[config.mk]
export PLATFORM = sky130hd
export DESIGN_NAME = fetch_unit_flat
export DESIGN_NICKNAME = d
export VERILOG_FILES = /design/src/rtl/cpu_pkg.sv /design/src/rtl/fetch_unit_if.sv /design/src/rtl/return_stack.sv /design/src/rtl/fetch_unit.sv /design/src/flat_wrapper.sv
export SDC_FILE = /design/constraint.sdc
export NUM_CORES = 1
export LEC_CHECK = 0
export ABC_AREA = 1
export CAP_MARGIN = 20
export CORE_ASPECT_RATIO = 0.75
export CORE_UTILIZATION = 42
export DETAILED_ROUTE_END_ITERATION = 7
export MAX_ROUTING_LAYER = met4
export PLACE_DENSITY = 0.77
export SETUP_SLACK_MARGIN = 0.1
export SLEW_MARGIN = 30
export SYNTH_ARGS = -nofsm -noshare
export SYNTH_HDL_FRONTEND = slang
export SYNTH_SLANG_ARGS = --single-unit
[constraint.sdc]
create_clock -name clk -period 1.65 [get_ports clk]
set_input_delay 0.33 -clock clk [delete_from_list [all_inputs] [get_ports clk]]
set_output_delay 0.33 -clock clk [all_outputs]
set_load 0.005 [all_outputs]
[src/rtl/cpu_pkg.sv]
// cpu_pkg: constants shared by the fetch stage and its neighbours.
//   ADDR_W      : instruction address width (8 bits, 256 words)
//   BR_*        : branch_op codes driven by the control decoder
//   FLAG_*      : bit positions inside the {Z,N,C,V} status register
//   branch_taken: evaluates a branch class against a status register value
package cpu_pkg;

  localparam int ADDR_W = 8;
  typedef logic [ADDR_W-1:0] addr_t;

  localparam logic [3:0] BR_NONE = 4'd0;
  localparam logic [3:0] BR_JMP  = 4'd1;
  localparam logic [3:0] BR_JEQ  = 4'd2;
  localparam logic [3:0] BR_JNE  = 4'd3;
  localparam logic [3:0] BR_JGT  = 4'd4;
  localparam logic [3:0] BR_JLT  = 4'd5;
  localparam logic [3:0] BR_JGE  = 4'd6;
  localparam logic [3:0] BR_JLE  = 4'd7;
  localparam logic [3:0] BR_JCR  = 4'd8;
  localparam logic [3:0] BR_JOV  = 4'd9;
  localparam logic [3:0] BR_CALL = 4'd10;
  localparam logic [3:0] BR_RET  = 4'd11;
  localparam logic [3:0] BR_HLT  = 4'd12;

  localparam int FLAG_Z = 3;
  localparam int FLAG_N = 2;
  localparam int FLAG_C = 1;
  localparam int FLAG_V = 0;

  // Only the jump classes JMP..JOV are evaluated here; every other code
  // (including CALL/RET/HLT, which are handled by the caller) returns 0.
  function automatic logic branch_taken(input logic [3:0] op, input logic [3:0] f);
    logic z, n, c, v;
    z = f[FLAG_Z];
    n = f[FLAG_N];
    c = f[FLAG_C];
    v = f[FLAG_V];
    case (op)
      BR_JMP:  return 1'b1;
      BR_JEQ:  return z;
      BR_JNE:  return !z;
      BR_JGT:  return !n && !z;
      BR_JLT:  return n;
      BR_JGE:  return !n;
      BR_JLE:  return n || z;
      BR_JCR:  return c;
      BR_JOV:  return v;
      default: return 1'b0;
    endcase
  endfunction

endpackage

[src/rtl/fetch_unit_if.sv]
// fetch_unit_if: bundle between the control/ALU side (master) and the
// fetch stage (slave).
//   branch_op, target          : branch class and destination from decode
//   alu_z/n/c/v, flags_we      : live ALU flags and their latch enable
//   stall                      : hold PC and stack this cycle
//   pc, flags, halted, stack_err: fetch-stage state returned to the core
interface fetch_unit_if;
  import cpu_pkg::*;

  logic [3:0] branch_op;
  addr_t      target;
  logic       alu_z;
  logic       alu_n;
  logic       alu_c;
  logic       alu_v;
  logic       flags_we;
  logic       stall;
  addr_t      pc;
  logic [3:0] flags;
  logic       halted;
  logic       stack_err;

  modport master (
    output branch_op, target, alu_z, alu_n, alu_c, alu_v, flags_we, stall,
    input  pc, flags, halted, stack_err
  );

  modport slave (
    input  branch_op, target, alu_z, alu_n, alu_c, alu_v, flags_we, stall,
    output pc, flags, halted, stack_err
  );
endinterface

[src/rtl/return_stack.sv]
// return_stack: LIFO of return addresses for CALL/RET.
//   clk, reset : clock and synchronous active-high reset (empties the stack)
//   push, din  : write din on top when not full
//   pop        : discard top entry when not empty
//   dout       : current top entry, combinational so RET can use it at once
//   full, empty: occupancy status
module return_stack
  import cpu_pkg::*;
#(
  parameter int DEPTH = 4
) (
  input  logic  clk,
  input  logic  reset,
  input  logic  push,
  input  logic  pop,
  input  addr_t din,
  output addr_t dout,
  output logic  full,
  output logic  empty
);

  localparam int PW = $clog2(DEPTH + 1);
  localparam int AW = (DEPTH > 1) ? $clog2(DEPTH) : 1;

  addr_t         mem [DEPTH];
  logic [PW-1:0] sp_reg;
  logic [PW-1:0] top_idx;

  assign full    = (sp_reg == PW'(DEPTH));
  assign empty   = (sp_reg == '0);
  assign top_idx = sp_reg - PW'(1);
  assign dout    = empty ? '0 : mem[AW'(top_idx)];

  always_ff @(posedge clk) begin
    if (reset) begin
      sp_reg <= '0;
    end else if (push && !full) begin
      sp_reg <= sp_reg + PW'(1);
    end else if (pop && !empty) begin
      sp_reg <= sp_reg - PW'(1);
    end
  end

  // Entries carry no reset; the stack pointer alone defines validity.
  for (genvar gi = 0; gi < DEPTH; gi++) begin : g_entry
    always_ff @(posedge clk) begin
      if (push && !full && sp_reg == PW'(gi)) begin
        mem[gi] <= din;
      end
    end
  end

endmodule

[src/rtl/fetch_unit.sv]
// fetch_unit: program counter, status register and branch resolution.
//   clk, reset : clock and synchronous active-high reset
//   bus (slave): branch_op/target/ALU flags/flags_we/stall in,
//                pc/flags/halted/stack_err out
// Build option: define FETCH_CALL_STACK_EN to add the CALL/RET return
// stack (depth STACK_DEPTH). Without it, CALL and RET behave as NONE and
// stack_err is constant 0.
module fetch_unit
  import cpu_pkg::*;
#(
  parameter int STACK_DEPTH = 4
) (
  input  logic         clk,
  input  logic         reset,
  fetch_unit_if.slave  bus
);

  typedef enum logic {ST_RUN, ST_HALT} state_t;

  state_t     state_reg;
  addr_t      pc_reg;
  addr_t      pc_next;
  addr_t      pc_plus1;
  logic [3:0] flags_reg;
  logic       halted_reg;
  logic       halt_req;
  logic       advance;

  // Stack and PC only move when running and not stalled.
  assign advance  = (state_reg == ST_RUN) && !bus.stall;
  assign pc_plus1 = pc_reg + addr_t'(1);

`ifdef FETCH_CALL_STACK_EN
  logic  push_req;
  logic  pop_req;
  logic  err_req;
  logic  stk_full;
  logic  stk_empty;
  addr_t stk_top;
  logic  stack_err_reg;

  return_stack #(.DEPTH(STACK_DEPTH)) u_return_stack (
    .clk   (clk),
    .reset (reset),
    .push  (push_req && advance),
    .pop   (pop_req && advance),
    .din   (pc_plus1),
    .dout  (stk_top),
    .full  (stk_full),
    .empty (stk_empty)
  );

  assign bus.stack_err = stack_err_reg;
`else
  logic [7:0] depth_unused;
  assign depth_unused  = 8'(STACK_DEPTH);
  assign bus.stack_err = 1'b0;
`endif

  // Branch resolution uses the registered flags so a compare followed by
  // a conditional jump works across two instructions.
  always_comb begin
    pc_next  = pc_plus1;
    halt_req = 1'b0;
`ifdef FETCH_CALL_STACK_EN
    push_req = 1'b0;
    pop_req  = 1'b0;
    err_req  = 1'b0;
`endif
    case (bus.branch_op)
      BR_JMP, BR_JEQ, BR_JNE, BR_JGT, BR_JLT,
      BR_JGE, BR_JLE, BR_JCR, BR_JOV: begin
        if (branch_taken(bus.branch_op, flags_reg)) begin
          pc_next = bus.target;
        end
      end
`ifdef FETCH_CALL_STACK_EN
      BR_CALL: begin
        if (stk_full) begin
          err_req  = 1'b1;
          halt_req = 1'b1;
          pc_next  = pc_reg;
        end else begin
          push_req = 1'b1;
          pc_next  = bus.target;
        end
      end
      BR_RET: begin
        if (stk_empty) begin
          err_req  = 1'b1;
          halt_req = 1'b1;
          pc_next  = pc_reg;
        end else begin
          pop_req = 1'b1;
          pc_next = stk_top;
        end
      end
`endif
      BR_HLT: begin
        halt_req = 1'b1;
        pc_next  = pc_reg;
      end
      default: ;
    endcase
  end

  always_ff @(posedge clk) begin
    if (reset) begin
      state_reg     <= ST_RUN;
      pc_reg        <= '0;
      flags_reg     <= '0;
      halted_reg    <= 1'b0;
`ifdef FETCH_CALL_STACK_EN
      stack_err_reg <= 1'b0;
`endif
    end else if (state_reg == ST_RUN) begin
      // Flag latching is independent of stall.
      if (bus.flags_we) begin
        flags_reg <= {bus.alu_z, bus.alu_n, bus.alu_c, bus.alu_v};
      end
      if (advance) begin
        pc_reg <= pc_next;
        if (halt_req) begin
          state_reg  <= ST_HALT;
          halted_reg <= 1'b1;
        end
`ifdef FETCH_CALL_STACK_EN
        if (err_req) begin
          stack_err_reg <= 1'b1;
        end
`endif
      end
    end
  end

  assign bus.pc     = pc_reg;
  assign bus.flags  = flags_reg;
  assign bus.halted = halted_reg;

endmodule

[src/flat_wrapper.sv]
// flat-port wrapper written by rule: the top's interface ports become plain ports
module fetch_unit_flat import cpu_pkg::*;
#(
  parameter int STACK_DEPTH = 4
)
  (clk, reset, bus_branch_op, bus_target, bus_alu_z, bus_alu_n, bus_alu_c, bus_alu_v, bus_flags_we, bus_stall, bus_pc, bus_flags, bus_halted, bus_stack_err);
  fetch_unit_if bus_i ();
  input  logic clk;
  input  logic reset;
  input wire logic [$bits(bus_i.branch_op)-1:0] bus_branch_op;
  input wire logic [$bits(bus_i.target)-1:0] bus_target;
  input wire logic [$bits(bus_i.alu_z)-1:0] bus_alu_z;
  input wire logic [$bits(bus_i.alu_n)-1:0] bus_alu_n;
  input wire logic [$bits(bus_i.alu_c)-1:0] bus_alu_c;
  input wire logic [$bits(bus_i.alu_v)-1:0] bus_alu_v;
  input wire logic [$bits(bus_i.flags_we)-1:0] bus_flags_we;
  input wire logic [$bits(bus_i.stall)-1:0] bus_stall;
  output wire logic [$bits(bus_i.pc)-1:0] bus_pc;
  output wire logic [$bits(bus_i.flags)-1:0] bus_flags;
  output wire logic [$bits(bus_i.halted)-1:0] bus_halted;
  output wire logic [$bits(bus_i.stack_err)-1:0] bus_stack_err;
  assign bus_i.branch_op = bus_branch_op;
  assign bus_i.target = bus_target;
  assign bus_i.alu_z = bus_alu_z;
  assign bus_i.alu_n = bus_alu_n;
  assign bus_i.alu_c = bus_alu_c;
  assign bus_i.alu_v = bus_alu_v;
  assign bus_i.flags_we = bus_flags_we;
  assign bus_i.stall = bus_stall;
  assign bus_pc = bus_i.pc;
  assign bus_flags = bus_i.flags;
  assign bus_halted = bus_i.halted;
  assign bus_stack_err = bus_i.stack_err;
  fetch_unit #(.STACK_DEPTH(STACK_DEPTH)) u_core (.clk(clk), .reset(reset), .bus(bus_i));
endmodule
-- After elaboration in Yosys (flattened, before gate mapping)
Index checks and enable logic that the tools add are counted.
- mux-type cells: 8
- bitwise logic cells: 2
- add/sub/neg operators: 1
- equal/unequal tests: 10
- reduce and logical (&&, ||, !) cells: 10
- operator list (operator ; count):
    equality test 4 x 3 -> 1 bit (second input constant) ; 4
    one-hot mux 8 bit (2 select lines) ; 1
    equality test 4 bit (second input constant) ; 3
    one-hot mux 1 bit (9 select lines) ; 1
    OR reduction 9 bit ; 1
    adder 8 x 1 -> 8 bit (second input constant) ; 1
    equality test 4 x 2 -> 1 bit (second input constant) ; 2
    2-to-1 mux 8 bit ; 1
    AND reduction 3 bit ; 2
    2-to-1 mux 1 bit ; 5
    equality test 4 x 1 -> 1 bit (second input constant) ; 1
    zero test 1 bit ; 3
    logical AND 1 bit ; 2
    NOT 1 bit ; 2
    AND reduction 2 bit ; 1
    logical OR 1 bit ; 1
- flip-flop bits (word level): 14
- word-level logic and storage cells: 35
- input bits: 20
- output and inout port bits: 14

-- Longest topological paths before layout
- depth in word-level cells: 6
- gate-level depth with buffers: 11
- mapped depth without buffers: 11

-- Least setup slack after synthesis
No wires, ideal clock.
- path type: input to register
- from: in bus_branch_op[0]
- to: reg u_core.pc_reg[2], in the netlist u_core.bus.pc[2]
- path buffers: 0
- stages: 10
- arrival: 1141 ps
- data required time: 1537 ps
- slack: 396 ps
- cell sequence: nor2_2 -> nand2_1 -> nand2_1 -> nand2_2 -> nor2_8 -> nand2_4 -> nand2_1 -> nand2_1 -> o21ai_1 -> inv_1
- word-level cells in the longest chain between the ends: 5
- elaborated cells on any way between the ends: 17
- classes of those cells: eq/ne (10); mux (4); bitwise (1); reduce/logical (2)
- RTL lines (item ; RTL line ; text):
    start, declared ; flat_wrapper.sv:10 ; input wire logic [$bits(bus_i.branch_op)-1:0] bus_branch_op;
    equality test 4 bit, or another cell as far along ; cpu_pkg.sv:38, fetch_unit.sv:70 ;
    one-hot mux 1 bit (9 select lines) ; cpu_pkg.sv:38 ; case (op)
    2-to-1 mux 1 bit ; fetch_unit.sv:70 ; case (bus.branch_op)
    2-to-1 mux 8 bit ; fetch_unit.sv:73 ; if (branch_taken(bus.branch_op, flags_reg)) begin
    one-hot mux 8 bit (2 select lines) ; fetch_unit.sv:70 ;
    end signal, assigned ; fetch_unit.sv:122 ; pc_reg <= pc_next;
    end, declared ; fetch_unit.sv:21 ; addr_t pc_reg;
Several ways; a longest one is shown, not always the timed one. The select of a mux whose other input is x is not followed.
A chain may end at the register's enable or synchronous reset.

-- Worst setup path after layout
- from: reg u_core.pc_reg[3], in the netlist u_core.bus.pc[3]
- to: out bus_pc[3]
- RTL lines (item ; RTL line ; text):
    end, declared ; flat_wrapper.sv:18 ; output wire logic [$bits(bus_i.pc)-1:0] bus_pc;
No word-level cell between the ends.

==> impl_metrics.env <==
export IMPL_status="complete, but fails checks"
export IMPL_violations_in_the_final_reports="design-rule violations"
export IMPL_power_static_leakage_uw=0.0006697
export IMPL_final_core_utilization_pct=66.52
export IMPL_dr_pass1_iters=6
export IMPL_minimum_clock_period_ns=1.511
export IMPL_synthesis_nets=162
export IMPL_sw_frac_of_total_pct=30.15
export IMPL_critical_path_top_delay_family="buffers and inverters"
export IMPL_design_power_total_uw=864.8
export IMPL_place_hpwl_mm=1.737
export IMPL_clock_skew_final_ns=0.005716
export IMPL_grt_first_pass_wirelength_mm=3.629
export IMPL_critical_path_max_fanout=5
export IMPL_worst_path_largest_cell_delay_ns=0.51
export IMPL_floorplan_die_area_mm2=0.002321
export IMPL_fp_coreArea_mm2=0.002014
export IMPL_pin_count_of_the_biggest_net_entering_global_routing=12
export IMPL_cell_count_after_synthesis=141
export IMPL_cell_internal_pwr_uw=604.0
export IMPL_setup_worst_path_start_class="flip-flop"
export IMPL_cp_num_buf_inv=1
export IMPL_hold_path_startpoint="u_core.bus.halted$_SDFFE_PP0P_"
export IMPL_tritoncts="done"
export IMPL_first_global_vias=846
export IMPL_via_count=1009
export IMPL_drt_antenna_violating_nets=0
export IMPL_chipHeight_um=41.97
export IMPL_mappedNetlistArea_um2=894.6
export IMPL_seq_power_share_pct=45.7
export IMPL_post_route_wl_mm=2.199
export IMPL_post_route_cells_drive_above_1_share_pct=18.03
export IMPL_synthToLayoutAreaGrowth_pct=49.79
export IMPL_combPwrFrac_pct=32.0
export IMPL_wl_per_cell_um=10.62
export IMPL_final_hold_violations=0
export IMPL_track_usage_pct=20.58
export IMPL_layout_commonest_cell="nand2_1"
export IMPL_worstSetupEndpointType="output port"
export IMPL_layout_nets=206
export IMPL_number_of_antenna_violations_at_the_first_check_in_global_routing=0
export IMPL_power_per_cell_area_mw_per_mm2=645.4
export IMPL_yosysWarnings=0
export IMPL_cp_cell_sequence="clkdlybuf4s50_1"
export IMPL_drt_iter0_markers=30
export IMPL_routed_via_density=4.874
export IMPL_ioPinCount=34
export IMPL_worstPathRequired_ns=1.32
export IMPL_crit_path_start="u_core.bus.pc[3]$_SDFFE_PP0P_"
export IMPL_pwr_share_clk_pct=22.3
export IMPL_rsz0062_at_grt="yes"
export IMPL_largest_register_ffs=8
export IMPL_switching_power_uw=260.8
export IMPL_clock_latency_ns=0.28
export IMPL_initial_utilization_pct=44.41
export IMPL_cts_htree_levels=1
export IMPL_clk_sink_count=14
export IMPL_ctsHoldBuffers=0
export IMPL_cts_root_buf="clkbuf_4"
export IMPL_slew_viol_final=0
export IMPL_cp_arrival_ns=1.18
export IMPL_globalRouteOverflowTotal=0
export IMPL_syn_mean_instance_area_um2=6.345
export IMPL_vdd_drop_max_v=0.0005241
export IMPL_floorplan_die_width_um=55.29
export IMPL_synth_yosys_seq_area_share_pct=31.33
export IMPL_setup_violations_final=0
export IMPL_path_clk_slew_ns=0.08
export IMPL_worst_hold_path_type="flip-flop to flip-flop"
export IMPL_worst_r2r_startpoint="u_core.bus.flags[3]$_SDFFE_PP0P_"
export IMPL_part_of_the_cycle_the_worst_path_needs_pct=91.56
export IMPL_max_clock_freq_mhz=661.9
export IMPL_numCtsBuffers=3
export IMPL_max_cap_violations=0
export IMPL_flip_flop_and_latch_count_after_synthesis=14
export IMPL_cts_root_to_sink_buffers=2
export IMPL_critical_path_start_end_classification="flip-flop to output port"
export IMPL_most_common_layout_cells="33 x nand2_1, 29 x clkdlybuf4s50_1, 24 x inv_1"
export IMPL_timing_critical_path_slowest_stage_cell="clkdlybuf4s50_1"
export IMPL_number_of_core_rows=14
export IMPL_gp_routability_congestion=0.9395
export IMPL_insertedDiodeCount=0
export IMPL_numPortBuffers=32
export IMPL_yosys_cell_types_count=22
export IMPL_detail_route_drc_violations=1
## cells in the mapped netlist (all sizes together)
cell	number	area, um^2
nand2	37	158.9
inv	25	93.84
nor2	20	93.84
nand3	19	95.09
dfxtp	14	280.3
a21oi	8	40.04
o21ai	6	30.03
buf	2	18.77
nand4	2	12.51
xnor2	2	17.52
xor2	2	17.52
a31oi	1	6.260
clkbuf	1	13.76
conb	1	3.750
ha	1	12.51
## final timing paths
check / end / slack, ns / cells after the start
min reg2reg: u_core.bus.halted$_SDFFE_PP0P_ / 0.45 / 2
max: bus_pc[3] / 0.14 / 1
max reg2reg: u_core.bus.pc[2]$_SDFFE_PP0P_ / 0.30 / 11
min: u_core.bus.halted$_SDFFE_PP0P_ / 0.45 / 2
## layout make-up
cell class                      count  area [um^2]
Fill cell                         174        674.4
Tap cell                           24        30.03
Multi-Input combinational cell     99        494.2
Timing Repair Buffer               42        402.9
Inverter                           25        93.84
Clock buffer                        3        22.52
Sequential cell                    14        296.5
## kinds of logic after synthesis
kind of cell	share of synthesized area [%]
and+or+nand+nor	40.28
buffers and inverters	14.13
AOI/OAI and AO/OA	8.532
DFF	31.33
xor gates and xnor gates	3.917
adders and majority gates	1.398
other	0.4192
## timing repair
action | 4_1_cts | 5_1_grt
pin swaps | 1 | 2
setup endpoints to repair | 5 | 17
resized for setup | 3 | 14
buffers inserted | 0 | 3
## power groups by stage
| stage | clock network, uW | registers, uW | logic, uW |
|---|---|---|---|
| global placement | 0 | 397 | 259 |
| global route | 216 | 400 | 307 |
| finish | 193 | 395 | 277 |
| floorplan | 0 | 395 | 138 |
| CTS | 201 | 392 | 266 |
| detailed placement | 0 | 399 | 265 |
## stage by stage
stage / hold slack [ns] / TNS [ns] / cells / instance area, um^2 / setup slack [ns]
6_report: 0.4535 / 0 / 207 / 1340 / 0.1392
5_1_grt: 0.4932 / 0 / 207 / 1340 / 0.05419
4_1_cts: 0.4582 / 0 / 204 / 1291 / 0.05354
3_5_place_dp: 0.4453 / -1.379 / 201 / 1265 / -0.2499
3_3_place_gp: 0.4384 / -0.7937 / 201 / 1265 / -0.1367
2_1_floorplan: 0.4440 / 0 / 141 / 894.6 / 0.3962
## per-layer routing
metal,vias up,global-route usage (%),routed length [um]
met5,-,-,0
met4,0,4.500,0
met3,0,6.790,149
met2,37,32.53,1074
met1,453,25.82,975
li1,519,-,-
(Power assumes the default switching activity.)
